$ cat src/rtl/risc_pkg.sv
// Shared definitions for the 16-bit RISC datapath: width, ALU/shift codes and
// the execute-stage FSM encoding.
package risc_pkg;

    localparam int WIDTH = 16;

    typedef enum logic [1:0] {
        ALU_ADD = 2'b00,
        ALU_SUB = 2'b01,
        ALU_AND = 2'b10,
        ALU_MVN = 2'b11
    } aluop_e;

    typedef enum logic [1:0] {
        SH_NONE = 2'b00,
        SH_LSL1 = 2'b01,
        SH_LSR1 = 2'b10,
        SH_ASR1 = 2'b11
    } shift_e;

    typedef enum logic [1:0] {
        S_IDLE = 2'b00,
        S_EXEC = 2'b01,
        S_DONE = 2'b10
    } exec_state_e;

endpackage

$ cat src/rtl/exec_shifter.sv
// Combinational one-bit shifter applied to the B operand of the execute stage.
module exec_shifter
    import risc_pkg::*;
#(
    parameter int WIDTH = risc_pkg::WIDTH
) (
    input  logic [WIDTH-1:0] b,
    input  logic [1:0]       shift,
    output logic [WIDTH-1:0] bsh
);

    always_comb begin
        bsh = b;
        case (shift_e'(shift))
            SH_NONE: bsh = b;
            SH_LSL1: bsh = {b[WIDTH-2:0], 1'b0};
            SH_LSR1: bsh = {1'b0, b[WIDTH-1:1]};
            SH_ASR1: bsh = {b[WIDTH-1], b[WIDTH-1:1]};
            default: bsh = b;
        endcase
    end

endmodule

$ cat src/rtl/execute_stage.sv
// Operand latch, shift and ALU stage feeding register write-back.
// Build option: define EXEC_NV_FLAGS_EN to compute the N and V status flags.
module execute_stage
    import risc_pkg::*;
#(
    parameter int WIDTH = risc_pkg::WIDTH
) (
    input  logic             clk,
    input  logic             reset,
    input  logic             in_valid,
    output logic             in_ready,
    input  logic [WIDTH-1:0] rd_a,
    input  logic [WIDTH-1:0] rd_b,
    input  logic [WIDTH-1:0] imm,
    input  logic             asel,
    input  logic             bsel,
    input  logic [1:0]       shift,
    input  logic [1:0]       aluop,
    input  logic [2:0]       writenum_in,
    output logic             out_valid,
    input  logic             out_ready,
    output logic [WIDTH-1:0] C,
    output logic [2:0]       status,
    output logic [2:0]       writenum,
    output logic             write
);

    // Handshake: a transfer happens on a rising edge where valid && ready are
    // both high. Once out_valid rises, C/status/writenum/write stay stable
    // until out_ready is seen; valid never depends combinationally on ready.

    exec_state_e      state;
    logic [WIDTH-1:0] a_q;
    logic [WIDTH-1:0] b_q;
    logic [1:0]       shift_q;
    logic [1:0]       aluop_q;
    logic [2:0]       wn_q;
    logic [WIDTH-1:0] bsh;
    logic [WIDTH-1:0] sum;
    logic [WIDTH-1:0] diff;
    logic [WIDTH-1:0] result;
    logic [1:0]       flags_vn;
    logic             accept;

    assign in_ready  = (state == S_IDLE) || (state == S_DONE && out_ready);
    assign out_valid = (state == S_DONE);
    assign accept    = in_valid && in_ready;

    exec_shifter #(.WIDTH(WIDTH)) u_shifter (
        .b     (b_q),
        .shift (shift_q),
        .bsh   (bsh)
    );

    assign sum  = a_q + bsh;
    assign diff = a_q - bsh;

    always_comb begin
        result = sum;
        case (aluop_e'(aluop_q))
            ALU_ADD: result = sum;
            ALU_SUB: result = diff;
            ALU_AND: result = a_q & bsh;
            ALU_MVN: result = ~bsh;
            default: result = sum;
        endcase
    end

`ifdef EXEC_NV_FLAGS_EN
    logic v_flag;

    // Overflow: operands agree in sign (ADD) or differ (SUB) and result sign flips.
    always_comb begin
        v_flag = 1'b0;
        case (aluop_e'(aluop_q))
            ALU_ADD: v_flag = (a_q[WIDTH-1] == bsh[WIDTH-1]) && (sum[WIDTH-1] != a_q[WIDTH-1]);
            ALU_SUB: v_flag = (a_q[WIDTH-1] != bsh[WIDTH-1]) && (diff[WIDTH-1] != a_q[WIDTH-1]);
            default: v_flag = 1'b0;
        endcase
    end

    assign flags_vn = {v_flag, result[WIDTH-1]};
`else
    assign flags_vn = 2'b00;
`endif

    always_ff @(posedge clk) begin
        if (reset) begin
            state    <= S_IDLE;
            a_q      <= '0;
            b_q      <= '0;
            shift_q  <= '0;
            aluop_q  <= '0;
            wn_q     <= '0;
            C        <= '0;
            status   <= '0;
            writenum <= '0;
            write    <= 1'b0;
        end else begin
            if (accept) begin
                a_q     <= asel ? '0 : rd_a;
                b_q     <= bsel ? imm : rd_b;
                shift_q <= shift;
                aluop_q <= aluop;
                wn_q    <= writenum_in;
            end
            case (state)
                S_IDLE: begin
                    if (accept) state <= S_EXEC;
                end
                S_EXEC: begin
                    C        <= result;
                    status   <= {flags_vn, (result == '0)};
                    writenum <= wn_q;
                    write    <= (aluop_e'(aluop_q) != ALU_SUB);
                    state    <= S_DONE;
                end
                S_DONE: begin
                    if (out_ready) state <= accept ? S_EXEC : S_IDLE;
                end
                default: state <= S_IDLE;
            endcase
        end
    end

endmodule

$ cat config.mk
export PLATFORM = sky130hd
export DESIGN_NAME = execute_stage
export DESIGN_NICKNAME = d
export VERILOG_FILES = /design/src/rtl/risc_pkg.sv /design/src/rtl/exec_shifter.sv /design/src/rtl/execute_stage.sv
export SDC_FILE = /design/constraint.sdc
export NUM_CORES = 1
export LEC_CHECK = 0
export CORE_MARGIN = 4
export CORE_UTILIZATION = 39
export DETAILED_ROUTE_END_ITERATION = 8
export GPL_ROUTABILITY_DRIVEN = 0
export PLACE_DENSITY = 0.62
export SLEW_MARGIN = 20
export SYNTH_ARGS = -nofsm -noshare
export SYNTH_HDL_FRONTEND = slang
export SYNTH_HIERARCHICAL = 1
export SYNTH_SLANG_ARGS = --single-unit
$ cat constraint.sdc
create_clock -name clk -period 11.35 [get_ports clk]
set_input_delay 3.405 -clock clk [delete_from_list [all_inputs] [get_ports clk]]
set_output_delay 3.405 -clock clk [all_outputs]
set_load 0.02 [all_outputs]
==> run metrics, run 1 <==
CTS resizes 0; leakage power between 2 and 2.5 nW; Yosys top cell by area dfxtp_1; GR Layer Usage met3 0.0426; Mapped Cells 532; number of global-route vias before repair 3,974; reg-to-reg startpoint aluop_q[0]$_SDFFE_PP0P_; # DRC 0; Row Count 37; First DRT Iteration DRCs 185; Clock Pin Slew Worst Setup and Hold Paths 0.08 ns; hold wc startpoint writenum[0]$_SDFFE_PP0N_; post-route cell area 5290 um2; ys flop type dfxtp_1; Port Buffers 83; sum of negative setup slack 0 ns; Core Footprint 10,500 um2; Congestion Overflow GR 0; number of flops mapped to enable cells by yosys 0; WP data required between 7 and 8 ns; Async SR Flop Fraction 0; Place WS about 3.2 ns; first-pass GRT wire length ~19,000 um; root buffer cell clkbuf_8; Ant. Diodes 0; crit end category output port; post-CTS setup buffers 0; Wirelength per Cell between 15 and 20 um; Hold Buf Count CTS 0; total power a little over 0.7 mW; Skew-Pair Late Insertion Delay between 0.3 and 0.4 ns; RSZ-0062 raised after global routing no; Final Critical Period 8.20 ns; pin count of the biggest net entering global routing 50; Worst slew margin 0.295; Syn-to-layout area delta 24.6%; Post-DRT Antenna Nets 0; Seq/Total Area, Yosys 0.292; Hold WC Path Type reg2reg; Final period util 0.722; post-synth top area share 0.292; Mapped Area roughly 4200 um2; DR vias/cell between 5 and 6; IO Count 86; r2r worst-path depth 12; CP arrival approximately 4.8 ns; Peak supply drop 0.0615 mV; worst reg-to-reg setup slack between 6 and 7 ns; CTS tree built; antenna violations before repair 0; Placed Area approximately 5100 um2; gr busiest metal met2; All-Layer GR Usage 0.184; hold_ws between 0.4 and 0.5 ns; crit start category input pin; Unique masters post-synth 62; top-count cell post-synth dfxtp_1; most frequent cells after synthesis dfxtp_1 (62), nor2_1 (60), nand2_1 (55); worst r2r dst status[0]$_SDFFE_PP0N_; Nets ~680; Fin. Hold Viols 0; clk buf depth 2; met2 Use GR 0.327; starting density of the core 0.406; DIE AREA 12,600 um2; Die X roughly 110 um; Synth area leaders dfxtp_1 (29%), mux2i_1 (7.3%), nor2_1 (5.3%); Final setup viols 0; Max Slew Vio Count 0; Layout fillers approximately 1,100; Final Skew 0.0120 ns; Hold Crit Depth 2; Detailed Routing Iterations Pass 1 5; Post-Route WL between 10,000 and 15,000 um; Worst-Margin Slew 1.05 ns; status finished clean; #FFs+latches synth 62; Num Clock Sinks between 60 and 70; M1 GR Usage 0.216; hpwl dp 8980 um; power density over the cells between 100 and 150 nW/um2; Max-Cap Viols 0; chip height 112 um; Avg Inst Size Synth 7.98 um2; CTS H-Tree Depth 3; Hold Path Sink writenum[0]$_SDFFE_PP0N_; share of cells above drive strength 1 0.0564; vias 4,155; Num CTS Buffers 9; Ys Warns 6; Max Freq 0.122 GHz; crit path kind in2out; setup ws final around 3.1 ns; CP max FO 3
## power breakdown
part,internal [mW],switching [mW],leakage [nW]
combinational,0.125,0.157,1.41
clock,0.0813,0.102,0.0866
sequential,0.232,0.0152,0.509
total,0.439,0.274,2.00
## worst max path at each step
stage	depth (start not counted)	from	endpoint	slack, ns
3_3_place_gp	4	out_ready	in_ready	3.21
6_report	4	out_ready	in_ready	3.15
3_5_place_dp	4	out_ready	in_ready	3.15
4_1_cts	4	out_ready	in_ready	3.15
2_1_floorplan	2	out_ready	in_ready	4.09
5_1_grt	4	out_ready	in_ready	3.03
## layer usage
metal / vias to the layer above / wire, um
li1: 2074 / -
met1: 1936 / 5070
met2: 120 / 5830
met3: 25 / 571
met4: 0 / 315
met5: - / 0
## critical path, stage by stage
cell,delay (ns)
clkdlybuf4s50_1,0.46
inv_1,0.05
a21oi_1,0.23
clkdlybuf4s50_1,0.65
## flip-flops by register name, indices dropped and copies added (netlist names)
| name | flops |
|---|---|
| a_q | 16 |
| b_q | 16 |
| C | 16 |
| state | 2 |
| wn_q | 3 |
| writenum | 3 |
| aluop_q | 2 |
| write | 1 |
| status | 1 |
| shift_q | 2 |
## placed cells by master (no fill, tap or decap), types with 3 or more instances in the layout
cell type	n
clkbuf_8	9
o21ai_1	10
nand3_1	16
o211ai_1	8
xnor2_1	14
nor3b_1	3
nand2_1	55
nor2b_1	7
inv_1	12
o2111ai_1	4
nor3_1	14
xor2_1	3
a21oi_1	35
and2_1	3
o21ai_0	22
a21o_1	11
inv_6	3
buf_4	6
a211oi_1	28
a22o_1	18
a31oi_1	3
o21a_1	6
or3_1	3
mux2i_1	31
o22ai_1	4
nor2_1	59
ha_1	17
a221oi_1	3
clkdlybuf4s50_1	83
dfxtp_1	62
nand2b_1	6
## layout make-up
class / instances / area, um2 / area share
multi-input cells: 422 / 2770 / 0.524
flip-flops and latches: 62 / 1240 / 0.235
repair buffers: 89 / 876 / 0.165
well taps: 136 / 170 / 0.0322
clock buffers: 9 / 124 / 0.0234
clock inverters: 7 / 55.1 / 0.0104
inverters: 14 / 52.6 / 0.00993
## through the flow
step / util / std cells
after floorplan: - / 533
after global placement: 0.489 / 723
after detailed placement: 0.489 / 723
after CTS: 0.506 / 739
after global routing: 0.506 / 739
final: 0.506 / 739
## cells by family (layout without fill, tap and decap cells)
group                      Yosys count  after routing  share of synthesized area
AOI/OAI and AO/OA                  168            168                      0.271
xor gates and xnor gates            17             17                     0.0351
adders and majority gates           18             18                     0.0548
buffers and inverters               49            119                     0.0568
DFF                                 62             62                      0.292
muxes                               34             34                     0.0810
other                                1              2                   0.000883
and+or+nand+nor                    183            183                      0.209
Note: power is estimated with default switching activity, not from simulation.
==> inputs of run 2 (changes only) <==
--- a/config.mk
+++ b/config.mk
@@ -9,7 +9,7 @@
 export CORE_UTILIZATION = 39
 export DETAILED_ROUTE_END_ITERATION = 8
 export GPL_ROUTABILITY_DRIVEN = 0
-export PLACE_DENSITY = 0.62
+export PLACE_DENSITY = 0.65
 export SLEW_MARGIN = 20
 export SYNTH_ARGS = -nofsm -noshare
 export SYNTH_HDL_FRONTEND = slang
==> constraint.sdc (replaced) <==
create_clock -name clk -period 7 [get_ports clk]
set_input_delay 2.1 -clock clk [delete_from_list [all_inputs] [get_ports clk]]
set_output_delay 2.1 -clock clk [all_outputs]
set_load 0.02 [all_outputs]
==> run metrics, run 2 (synthesized netlist as in run 1, its figures left out) <==
first-pass GRT wire length 18,900 um (-0.83%); Final setup viols 0 (unchanged); Row Count 37 (unchanged); Max Freq around 0.18 GHz; power density over the cells 219 nW/um2 (+62%); Critical Path Max Stage Delay 0.65 ns (about the same); Buf/Inv on CP 3 (unchanged); WP data required 4.90 ns (-3.05 ns); root buffer cell clkbuf_8; CTS H-Tree Depth 3 (unchanged); status finished clean; Ant. Diodes 0 (unchanged); Worst slew margin 0.328 (+0.0329); Clock Pin Slew Worst Setup and Hold Paths 0.08 ns (about the same); CP max FO 3 (unchanged); Finished Core Util 0.506 (unchanged); vias 4,110 (-1.1%); chip height 112 um (unchanged); FF+latch area 1240 um2 (unchanged); RSZ-0062 raised after global routing no; # DRC 0 (unchanged); All-Layer GR Usage 0.183 (-0.00120); cell family with most CP delay buffers and inverters; critical path's slowest cell clkdlybuf4s50_1; crit path kind in2out; Max-Cap Viols 0 (unchanged); final std cells w/o fill 739 (unchanged); most common cell after layout, fill and taps aside clkdlybuf4s50_1; Congestion Overflow GR 0 (unchanged); share of cells above drive strength 1 0.0564 (unchanged); Post-DRT Antenna Nets 0 (unchanged); post-CTS setup buffers 0 (unchanged); Peak supply drop 0.102 mV (+66%); Detailed Routing Iterations Pass 1 6 (+1); First DRT Iteration DRCs 233 (+26%); worst reg-to-reg setup slack 2.10 ns (-4.07 ns); Nets 677 (unchanged); Final Skew 0.0115 ns (-0.000435 ns); Max Slew Vio Count 0 (unchanged); starting density of the core 0.406 (unchanged); Core Footprint 10,500 um2 (unchanged); area of the multi-input gates 2770 um2 (unchanged); Syn-to-layout area delta 24.6% (unchanged); Wirelength per Cell 15.7 um (-1.7%); Post-Route WL 11,600 um (-1.7%); CP arrival 3.48 ns (-1.32 ns); Port Buffers 83 (unchanged); antenna violations before repair 0 (unchanged); DIE AREA 12,600 um2 (unchanged); hpwl dp 8920 um (-0.69%); Largest regs C (16), a_q (16), b_q (16); Num CTS Buffers 9 (unchanged); DR vias/cell 5.56 (-1.1%); leading cell types in the layout, fill and taps excluded clkdlybuf4s50_1 (83), dfxtp_1 (62), nor2_1 (59); Fin. Hold Viols 0 (unchanged); CTS resizes 0 (unchanged); Worst-Margin Slew 0.998 ns (-0.0488 ns); CTS tree built; IO Count 86 (unchanged); Final period util 0.797; crit end category output port; Layout fillers 1,041 (-1.5%); total power 1.16 mW (+62%); leakage power 2.00 nW (about the same); sum of negative setup slack 0 ns (unchanged); clk buf depth 2 (unchanged); crit-path cells clkdlybuf4s50_1, inv_1, a21oi_1, clkdlybuf4s50_1; Final Critical Period around 5.6 ns; Num Clock Sinks 62 (unchanged); pin count of the biggest net entering global routing 50 (unchanged); Hold Buf Count CTS 0 (unchanged); Inst Count DP 723 (unchanged); most used cell along the critical path clkdlybuf4s50_1; Die X 112 um (unchanged); Hold WC Path Type reg2reg; number of global-route vias before repair 3,857 (-2.9%); crit start category input pin; Skew-Pair Late Insertion Delay 0.36 ns (about the same)
run 2: cell count changes in the layout (fill, tap and decap cells not counted), sizes merged:
| cell | previous run | this run |
|---|---|---|
| clkinv | 4 | 3 |
| inv | 15 | 16 |
run 2: area by class of cell:
cell class,count,area share
tap,136,0.0322
multi-input combinational,422,0.524
timing repair buffer,89,0.165
sequential,62,0.235
clock inverter,7,0.0104
clock buffer,9,0.0234
inverter,14,0.00993
run 2: power by group:
part | switching (mW) | total [mW] | internal (mW)
Combinational | 0.255 | 0.458 | 0.203
Sequential | 0.0247 | 0.402 | 0.377
Clock | 0.166 | 0.299 | 0.133
Total | 0.446 | 1.16 | 0.712
run 2: final timing paths:
path                         endpoint  depth (start not counted)                      from
max reg2reg    status[0]$_SDFFE_PP0N_                         13   aluop_q[0]$_SDFFE_PP0P_
min reg2reg  writenum[1]$_SDFFE_PP0N_                          2  writenum[1]$_SDFFE_PP0N_
max                          in_ready                          4                 out_ready
min          writenum[1]$_SDFFE_PP0N_                          2  writenum[1]$_SDFFE_PP0N_
run 2: through the flow:
| step | worst slack (ns) | cell area [um2] | hold slack (ns) |
|---|---|---|---|
| after floorplan | 2.35 | 4250 | 0.432 |
| after global placement | 1.47 | 5110 | 0.445 |
| after detailed placement | 1.43 | 5110 | 0.447 |
| after CTS | 1.43 | 5290 | 0.460 |
| after global routing | 1.34 | 5290 | 0.486 |
| final | 1.42 | 5290 | 0.454 |
run 2: worst reg2reg max path: cells and delay by family, from the launching register on:
family	cells	cell delay, ns
buffers and inverters	2	1.00
and+or+nand+nor	3	0.93
muxes	1	0.38
AOI/OAI and AO/OA	6	1.50
adders and majority gates	1	0.42
DFF	1	0.60
run 2: layer usage:
metal	vias up	track usage	wire length, um
met5	-	0	0
met4	0	0.0633	308
met3	22	0.0404	654
met2	118	0.319	5650
met1	1894	0.221	4970
li1	2076	-	-
==> inputs of run 3 (changes only) <==
==> constraint.sdc (replaced) <==
create_clock -name clk -period 4.9 [get_ports clk]
set_input_delay 1.47 -clock clk [delete_from_list [all_inputs] [get_ports clk]]
set_output_delay 1.47 -clock clk [all_outputs]
set_load 0.02 [all_outputs]
==> run metrics, run 3 (synthesized netlist as in run 1, its figures left out) <==
status finished clean; Hold Path Sink writenum[2]$_SDFFE_PP0N_; Num CTS Buffers 9 (unchanged); post-CTS setup buffers 0 (unchanged); power density over the cells 317 nW/um2 (+45%); most used cell along the critical path nor3_1; root buffer cell clkbuf_8; Critical Path Max Stage Delay 0.75 ns (+0.10 ns); Core Footprint 10,500 um2 (unchanged); reg-to-reg startpoint shift_q[0]$_SDFFE_PP0P_; Max-Cap Viols 0 (unchanged); RSZ-0062 raised after global routing no; Max Slew Vio Count 0 (unchanged); Max Freq between 0.2 and 0.25 GHz; Syn-to-layout area delta 26.1%; All-Layer GR Usage 0.181 (-0.00144); chip height 112 um (unchanged); CTS tree built; DIE AREA 12,600 um2 (unchanged); Place WS 0.495 ns (-0.936 ns); crit start category flop; Ant. Diodes 0 (unchanged); total power 1.70 mW (+46%); WP data required 5.13 ns (+0.23 ns); Placed Area 5160 um2 (+0.83%); crit path kind reg2reg; CP max FO 13 (+10); Final Critical Period approximately 4.5 ns; post-route cell area 5360 um2 (+1.2%); share of cells above drive strength 1 0.0657 (+0.00930); clk buf depth 2 (unchanged); crit-path cells buf_4, mux2i_1, o21ai_0, or3_1, nor3_1, a21oi_1, xnor2_1, ha_1, a21o_1, a211o_1, nor3_1, or2_2, xor2_1, o311ai_1, o21ai_1; hpwl dp 9060 um (+1.6%); Worst-Margin Slew 0.985 ns (-0.0130 ns); antenna violations before repair 0 (unchanged); leading cell types in the layout, fill and taps excluded clkdlybuf4s50_1 (83), dfxtp_1 (62), nor2_1 (59); leakage power 2.04 nW (+1.9%); Row Count 37 (unchanged); Layout fillers 1,040 (-0.096%); crit end category flop; # DRC 0 (unchanged); Congestion Overflow GR 0 (unchanged); DR vias/cell 5.58 (+0.28%); Port Buffers 83 (unchanged); Final setup viols 0 (unchanged); CTS H-Tree Depth 3 (unchanged); number of global-route vias before repair 3,977 (+3.1%); Post-Route WL 11,800 um (+1.5%); sum of negative setup slack 0 ns (unchanged); Largest regs C (16), a_q (16), b_q (16); Final Skew 0.00698 ns (-0.00457 ns); Wirelength per Cell 15.8 um (+0.66%); critical path's slowest cell o21ai_0; Fin. Hold Viols 0 (unchanged); pin count of the biggest net entering global routing 41 (-18%); setup ws final 0.419 ns (-1.00 ns); Post-DRT Antenna Nets 0 (unchanged); Finished Core Util 0.512 (+0.00598); Final period util 0.914; starting density of the core 0.406 (unchanged); CP arrival 4.71 ns (+1.23 ns); Worst slew margin 0.337 (+0.00875); Die X 112 um (unchanged); Hold Buf Count CTS 0 (unchanged); Hold WC Path Type reg2reg; hold wc startpoint wn_q[2]$_SDFFE_PP0P_; Detailed Routing Iterations Pass 1 4 (-2); CTS resizes 0 (unchanged); vias 4,155 (+1.1%); first-pass GRT wire length 18,900 um (about the same); worst r2r dst status[0]$_SDFFE_PP0N_; worst reg-to-reg setup slack 0.42 ns (-1.68 ns); Hold Crit Depth 2 (unchanged); Skew-Pair Late Insertion Delay 0.35 ns (about the same); IO Count 86 (unchanged); Peak supply drop 0.125 mV (+22%); Nets 683 (+0.89%); Num Clock Sinks 62 (unchanged); First DRT Iteration DRCs 256 (+9.9%); Clock Pin Slew Worst Setup and Hold Paths 0.07 ns (about the same); most common cell after layout, fill and taps aside clkdlybuf4s50_1; r2r worst-path depth 15 (+2)
run 3: worst max-delay path, delay by kind of cell (launching register included):
kind | cells | cell delay (ns)
adders and majority gates | 1 | 0.39
DFF | 1 | 0.71
xor gates and xnor gates | 2 | 0.17
buffers and inverters | 1 | 0.27
muxes | 1 | 0.07
and+or+nand+nor | 4 | 0.76
AOI/OAI and AO/OA | 6 | 1.98
run 3: metal layers:
metal,up-vias,part of all wire,track usage
li1,2093,-,-
met1,1891,0.43,0.220
met2,137,0.47,0.298
met3,34,0.056,0.0345
met4,0,0.045,0.106
met5,-,0,0
run 3: worst max-delay path by stage:
stage	from	endpoint	slack, ns	cells after the start
6_report	shift_q[0]$_SDFFE_PP0P_	status[0]$_SDFFE_PP0N_	0.42	15
3_5_place_dp	shift_q[0]$_SDFFE_PP0P_	status[0]$_SDFFE_PP0N_	0.49	15
3_3_place_gp	out_ready	in_ready	0.63	4
2_1_floorplan	shift_q[0]$_SDFFE_PP0P_	status[0]$_SDFFE_PP0N_	1.15	17
4_1_cts	shift_q[0]$_SDFFE_PP0P_	status[0]$_SDFFE_PP0N_	0.48	15
5_1_grt	shift_q[0]$_SDFFE_PP0P_	status[0]$_SDFFE_PP0N_	0.03	15
run 3: through the flow:
step / hold slack [ns] / cells
floorplan: 0.432 / 533
global placement: 0.444 / 729
detailed placement: 0.445 / 729
CTS: 0.456 / 745
global route: 0.484 / 745
finish: 0.453 / 745
run 3: area by class of cell:
type,instances,area [um2],area share
clock buffers,9,124,0.0231
well taps,136,170,0.0318
clock inverters,7,72.6,0.0136
flip-flops and latches,62,1240,0.232
repair buffers,95,921,0.172
multi-input cells,422,2770,0.518
inverters,14,52.6,0.00981
run 3: where the power goes:
part           total (mW)  switching, mW  internal, mW
logic               0.667          0.372         0.295
registers           0.572         0.0340         0.539
clock network       0.458          0.221         0.236
